$ cat config.mk
export PLATFORM = sky130hd
export DESIGN_NAME = gpio_bank
export DESIGN_NICKNAME = d
export VERILOG_FILES = /design/src/rtl/gpio_bank.sv
export SDC_FILE = /design/constraint.sdc
export NUM_CORES = 1
export LEC_CHECK = 0
export CAP_MARGIN = 20
export CELL_PAD_IN_SITES_DETAIL_PLACEMENT = 1
export CELL_PAD_IN_SITES_GLOBAL_PLACEMENT = 1
export CORE_MARGIN = 2
export CORE_UTILIZATION = 42
export DETAILED_ROUTE_END_ITERATION = 7
export HOLD_SLACK_MARGIN = 0.08
export PLACE_DENSITY_LB_ADDON = 0.12
export SYNTH_ARGS = -nofsm -noshare
export SYNTH_HDL_FRONTEND = slang
export SYNTH_SLANG_ARGS = --single-unit
$ cat constraint.sdc
create_clock -name i_clock -period 2.8 [get_ports i_clock]
set_input_delay 0.56 -clock i_clock [delete_from_list [all_inputs] [get_ports i_clock]]
set_output_delay 0.56 -clock i_clock [all_outputs]
set_load 0.005 [all_outputs]
$ cat src/rtl/gpio_bank.sv
// gpio_bank: memory-mapped general-purpose I/O bank.
//
// Provides WIDTH pins with per-pin direction, atomic set/clear/toggle of the
// output register, synchronised inputs and per-pin rising/falling edge
// interrupts with write-one-to-clear pending bits.
//
// Ports:
//   i_clock      system clock
//   i_reset      asynchronous active-low reset
//   i_request    bus request, held by the master until o_ready is seen
//   i_rw         1 = write, 0 = read
//   i_address    register word index
//   i_wdata      write data
//   o_rdata      read data, valid with o_ready, held until the next read
//   o_ready      one-cycle access acknowledge
//   o_interrupt  level interrupt, |(pending & (rise_en | fall_en)), registered
//   i_pin_in     asynchronous pin inputs
//   o_pin_out    output data register
//   o_pin_oe     output enable register, 1 = drive
//
// Register map (word index):
//   0 OUT  1 SET  2 CLR  3 TGL  4 DIR  5 IN  6 RISE_EN  7 FALL_EN  8 PENDING
//   9..15 read as zero, writes ignored, still acknowledged.
//
// Bus FSM:
//   state   | meaning
//   IDLE    | waiting for a request; performs the access when one arrives
//   ACK     | o_ready pulsed; waits for the master to drop i_request

module gpio_bank #(
    parameter int unsigned      WIDTH       = 8,
    parameter logic [WIDTH-1:0] RESET_OUT   = '0,
    parameter int unsigned      SYNC_STAGES = 2
) (
    input  logic             i_clock,
    input  logic             i_reset,
    input  logic             i_request,
    input  logic             i_rw,
    input  logic [3:0]       i_address,
    input  logic [31:0]      i_wdata,
    output logic [31:0]      o_rdata,
    output logic             o_ready,
    output logic             o_interrupt,
    input  logic [WIDTH-1:0] i_pin_in,
    output logic [WIDTH-1:0] o_pin_out,
    output logic [WIDTH-1:0] o_pin_oe
);

    localparam int unsigned      WARM_W    = $clog2(SYNC_STAGES + 2);
    localparam logic [WARM_W-1:0] WARM_INIT = WARM_W'(SYNC_STAGES + 1);

    typedef enum logic {
        ST_IDLE = 1'b0,
        ST_ACK  = 1'b1
    } state_t;

    state_t            state_q;
    logic              ready_q;
    logic              irq_q;
    logic [31:0]       rdata_q;

    logic [WIDTH-1:0]  out_q,     out_d;
    logic [WIDTH-1:0]  dir_q,     dir_d;
    logic [WIDTH-1:0]  rise_en_q, rise_en_d;
    logic [WIDTH-1:0]  fall_en_q, fall_en_d;
    logic [WIDTH-1:0]  pend_q,    pend_d;
    logic [WIDTH-1:0]  sync_q [SYNC_STAGES];
    logic [WIDTH-1:0]  prev_q;
    logic [WARM_W-1:0] warm_q;

    logic [WIDTH-1:0]  wdata_w;
    logic [WIDTH-1:0]  pin_s;
    logic [WIDTH-1:0]  rise;
    logic [WIDTH-1:0]  fall;
    logic [WIDTH-1:0]  w1c_mask;
    logic              access;
    logic              wr;
    logic              warm_done;
    logic [31:0]       rd_val;

    // Upper write-data bits are deliberately ignored.
    logic              unused_wdata;
    assign unused_wdata = ^i_wdata;

    assign wdata_w   = i_wdata[WIDTH-1:0];
    assign access    = (state_q == ST_IDLE) && i_request;
    assign wr        = access && i_rw;
    assign pin_s     = sync_q[SYNC_STAGES-1];
    assign warm_done = (warm_q == '0);

    // Edges are masked until the synchroniser and prev register hold real
    // pin values, so pins already high at reset do not look like rises.
    assign rise = warm_done ? (pin_s & ~prev_q) : '0;
    assign fall = warm_done ? (~pin_s & prev_q) : '0;

    always_comb begin
        out_d     = out_q;
        dir_d     = dir_q;
        rise_en_d = rise_en_q;
        fall_en_d = fall_en_q;
        w1c_mask  = '0;
        if (wr) begin
            case (i_address)
                4'd0:    out_d     = wdata_w;
                4'd1:    out_d     = out_q | wdata_w;
                4'd2:    out_d     = out_q & ~wdata_w;
                4'd3:    out_d     = out_q ^ wdata_w;
                4'd4:    dir_d     = wdata_w;
                4'd6:    rise_en_d = wdata_w;
                4'd7:    fall_en_d = wdata_w;
                4'd8:    w1c_mask  = wdata_w;
                default: ;
            endcase
        end
    end

    // A new edge in the same cycle as a w1c of that bit keeps it set.
    assign pend_d = (pend_q & ~w1c_mask) | (rise & rise_en_q) | (fall & fall_en_q);

    always_comb begin
        rd_val = '0;
        case (i_address)
            4'd0, 4'd1, 4'd2, 4'd3: rd_val = 32'(out_q);
            4'd4:                   rd_val = 32'(dir_q);
            4'd5:                   rd_val = 32'(pin_s);
            4'd6:                   rd_val = 32'(rise_en_q);
            4'd7:                   rd_val = 32'(fall_en_q);
            4'd8:                   rd_val = 32'(pend_q);
            default:                rd_val = '0;
        endcase
    end

    // Bus FSM: access happens on the IDLE cycle that sees the request; ACK
    // waits for the request to drop so a held request cannot repeat a write.
    always_ff @(posedge i_clock or negedge i_reset) begin
        if (!i_reset) begin
            state_q <= ST_IDLE;
            ready_q <= 1'b0;
            rdata_q <= '0;
        end else begin
            case (state_q)
                ST_IDLE: begin
                    if (i_request) begin
                        ready_q <= 1'b1;
                        if (!i_rw) begin
                            rdata_q <= rd_val;
                        end
                        state_q <= ST_ACK;
                    end
                end
                ST_ACK: begin
                    ready_q <= 1'b0;
                    if (!i_request) begin
                        state_q <= ST_IDLE;
                    end
                end
                default: begin
                    ready_q <= 1'b0;
                    state_q <= ST_IDLE;
                end
            endcase
        end
    end

    always_ff @(posedge i_clock or negedge i_reset) begin
        if (!i_reset) begin
            out_q     <= RESET_OUT;
            dir_q     <= '0;
            rise_en_q <= '0;
            fall_en_q <= '0;
            pend_q    <= '0;
            prev_q    <= '0;
            warm_q    <= WARM_INIT;
            irq_q     <= 1'b0;
            for (int i = 0; i < int'(SYNC_STAGES); i++) begin
                sync_q[i] <= '0;
            end
        end else begin
            out_q     <= out_d;
            dir_q     <= dir_d;
            rise_en_q <= rise_en_d;
            fall_en_q <= fall_en_d;
            pend_q    <= pend_d;
            prev_q    <= pin_s;
            if (!warm_done) begin
                warm_q <= warm_q - 1'b1;
            end
            irq_q     <= |(pend_q & (rise_en_q | fall_en_q));
            sync_q[0] <= i_pin_in;
            for (int i = 1; i < int'(SYNC_STAGES); i++) begin
                sync_q[i] <= sync_q[i-1];
            end
        end
    end

    assign o_ready     = ready_q;
    assign o_rdata     = rdata_q;
    assign o_interrupt = irq_q;
    assign o_pin_out   = out_q;
    assign o_pin_oe    = dir_q;

endmodule

==> impl_metrics.ini <==
[final_layout]
drive_above_1_share_pct = 24.3
syn2layout_area_growth_pct = 20.5
layout.nets = 463
nFillCells = 1004
multi_input_area_mm2 = 0.00176
n_antenna_cell = 0
ff_latch_area_mm2 = 0.00193
instances_no_fill = 514
final_area_mm2 = 0.00477

[worst_setup_path]
path_max_fanout = 17
reg2reg_to = fall_en_q[2]$_DFFE_PN0P_
crit_family = compound AO/OA/AOI/OAI gates
endpoint = o_rdata[3]$_DFFE_PN0P_
critPathRequiredTime_ns = 3.04
start_kind = primary input
slowest_stage = clkdlybuf4s50_1
r2r-start = state_q$_DFF_PN0_
worst-path-buf-inv = 2
critPathCaptureType = flop
crit_path_start = i_address[0]
crit_cells = 6
slowest_delay_ns = 0.54
crit_path_cell_trace = clkdlybuf4s50_1, buf_12, mux2_2, a221oi_1, o21ai_0, a22o_1
crit_type = in -> reg
r2r_slack_ns = 1.15
ff2ff_path_depth = 4
worstPathArrival_ns = 2.44

[cts]
path_clk_slew_ns = 0.08
cts_setup_buffers = 0
cts_sinks = 77
holdBufCountCts = 0
cts_made_buffers = 9
htreeDepth = 3
clockBufferDepth = 2
cts_tree = yes
clk_latency_ns = 0.35
clock-root-buffer = clkbuf_8
cts_resized = 0

[power]
p_sw_share_pct = 28.7
p_leak_uw = 0.00215
pwr-share-comb_pct = 21.8
p_sw_uw = 797
p_total_uw = 2780
pwr-share-seq_pct = 49.7
clkPwrFrac_pct = 28.5
internal_power_uw = 1980
vdd_drop_max_mv = 0.266
powerDensity_mw_per_mm2 = 582

[sta]
final.setup.tns_ns = 0
hold_viol = 0
worst_slew_pin_slew_ns = 0.954
max_slew_margin_pct = 36.4
fin_ws_ns = 0.604
fmax_mhz = 455
rsz0062_at_grt = false
period_minus_slack_ns = 2.20
skew_ns = 0.00885
setup-violations-final = 0
period_share_pct = 78.4
drv_slew = 0

[floorplanning]
placementRows = 35
ioPinCount = 98
start_util_pct = 43.1
die_w_um = 101
core_mm2 = 0.00920
dieArea_mm2 = 0.0102
fp.dieH_um = 101

[placed_design]
post-place-ws_ns = 0.259
placed_cell_area_mm2 = 0.00458
io_buffers = 49
dp.cells = 498
hpwl_um = 6660
place.gp.congestion = 0.794

[logic_synthesis]
yosysUniqueCellTypes = 30
yosysSeqAreaShare_pct = 48.7
synth-main-ff-cell = dfrtp_1
synth_area_per_cell_um2 = 12.0
synth-seq-cells = 77
netlist.area_leader.share_pct = 47.4
synthTopCellsByArea = dfrtp_1, mux2_2, ha_1, buf_4, mux4_2
synth_warnings = 0
synth_area_mm2 = 0.00396
synth_edf_count = 0
synth_top_cells_by_count = dfrtp_1, mux2_2, nand2_1, o21ai_0, buf_4
netlist_instances = 331
yosysMostFrequentCell = dfrtp_1
synth_largest_area_cell = dfrtp_1
synthArstFlopShare_pct = 100

[detailed_routing]
via_count = 2678
wl_um = 9130
via_per_inst = 5.21
wl_per_cell_um = 17.8
drc = 0
first_pass_iters = 4
ant_nets = 0
drt-initial-drc-count = 101

[min_path]
hold_depth = 0
hp-class = reg -> reg

[global_routing]
grt-ovfl-total = 0
antenna_found_initial = 0
grt_first_pass_wirelength_um = 15000
grt_util_met1_pct = 27.3
use_met3_pct = 3.47
grt_pass1_vias = 2849
grt_usage_pct = 19.5
grt_max_degree = 78
grt_use_met2_pct = 30.8
top_usage_layer = met2

[outcome]
outcome = completed

[flow_run]
drv_cap = 0
flip-flops by register name, summed over array words and instances (netlist names), 2 cells and up:
signal / count
warm_q: 2
sync_q: 8
o_pin_out: 8
prev_q: 8
pin_s: 8
o_pin_oe: 8
rise_en_q: 8
fall_en_q: 8
o_rdata: 8
pend_q: 8
cell usage in the layout (no fill, tap or decap):
master            n
nand3b_1          8
or3_4             1
clkinv_4          2
conb_1           24
buf_12            1
a22o_1           16
or3b_2            1
nand3b_4          1
nor3_2            1
a221oi_1          8
clkinvlp_4        1
nor3_4            2
o21ai_0          33
nor2b_1           9
clkinv_2          2
nand4_1           2
dfstp_2           2
inv_1            27
and2_1            1
dfrtp_1          75
buf_4            20
ha_1             17
clkbuf_8         11
xnor2_1           1
mux2_2           40
or2_2             1
clkdlybuf4s50_1  48
mux4_2            8
nor2_1            2
nor4b_4           3
a21oi_4           1
nand2_1          34
worst min path at each step:
| stage | startpoint | endpoint | slack, ns |
|---|---|---|---|
| global route | sync_q[8]$_DFF_PN0_ | pin_s[0]$_DFF_PN0_ | 0.36 |
| finish | sync_q[10]$_DFF_PN0_ | pin_s[2]$_DFF_PN0_ | 0.35 |
| global placement | sync_q[11]$_DFF_PN0_ | pin_s[3]$_DFF_PN0_ | 0.33 |
| CTS | sync_q[10]$_DFF_PN0_ | pin_s[2]$_DFF_PN0_ | 0.36 |
| floorplan | i_reset | fall_en_q[0]$_DFFE_PN0P_ | 0.26 |
| detailed placement | sync_q[10]$_DFF_PN0_ | pin_s[2]$_DFF_PN0_ | 0.34 |
worst reg2reg max path, delay by kind of cell (launching register included):
kind	cells	cell delay (ns)
AND/OR/NAND/NOR	2	0.58
multiplexers	1	0.35
buffers and inverters	1	0.22
flip-flops	1	0.40
layer usage:
layer / up-vias / wire (µm) / share of wire, %
met5: - / 0 / 0
met4: 0 / 114 / 1.2
met3: 9 / 264 / 2.9
met2: 60 / 4380 / 48
met1: 1364 / 4370 / 48
li1: 1245 / - / -
power by group through the flow:
| stage | Sequential, µW | Clock [µW] | Combinational, µW |
|---|---|---|---|
| 2_1_floorplan | 1370 | 0 | 348 |
| 3_3_place_gp | 1400 | 0 | 582 |
| 3_5_place_dp | 1410 | 0 | 612 |
| 4_1_cts | 1390 | 812 | 615 |
| 5_1_grt | 1410 | 850 | 673 |
| 6_report | 1380 | 792 | 605 |
cell type report:
class / instances / share of cell area (%)
flip-flops and latches: 77 / 40.4
multi-input cells: 214 / 37.0
repair buffers: 69 / 13.6
clock buffers: 11 / 3.17
well taps: 111 / 2.91
inverters: 27 / 2.12
clock inverters: 5 / 0.734
metrics by stage:
step	hold slack, ns	utilization, %
4_1_cts	0.355	51.9
5_1_grt	0.361	51.9
2_1_floorplan	0.264	-
3_5_place_dp	0.336	49.9
6_report	0.353	51.9
3_3_place_gp	0.332	49.9
cell families (layout without fill, tap and decap cells):
group / Yosys count / in the layout / share of synthesized area, %
mux: 48 / 48 / 15.9
buf+inv: 63 / 112 / 8.91
simple gates: 66 / 66 / 10.9
fa+ha+maj: 17 / 17 / 5.37
compound gates: 58 / 58 / 9.89
xor+xnor: 1 / 1 / 0.221
other cells: 1 / 24 / 0.0947
flops: 77 / 77 / 48.7
No activity file was read; power rests on OpenSTA's default activity.
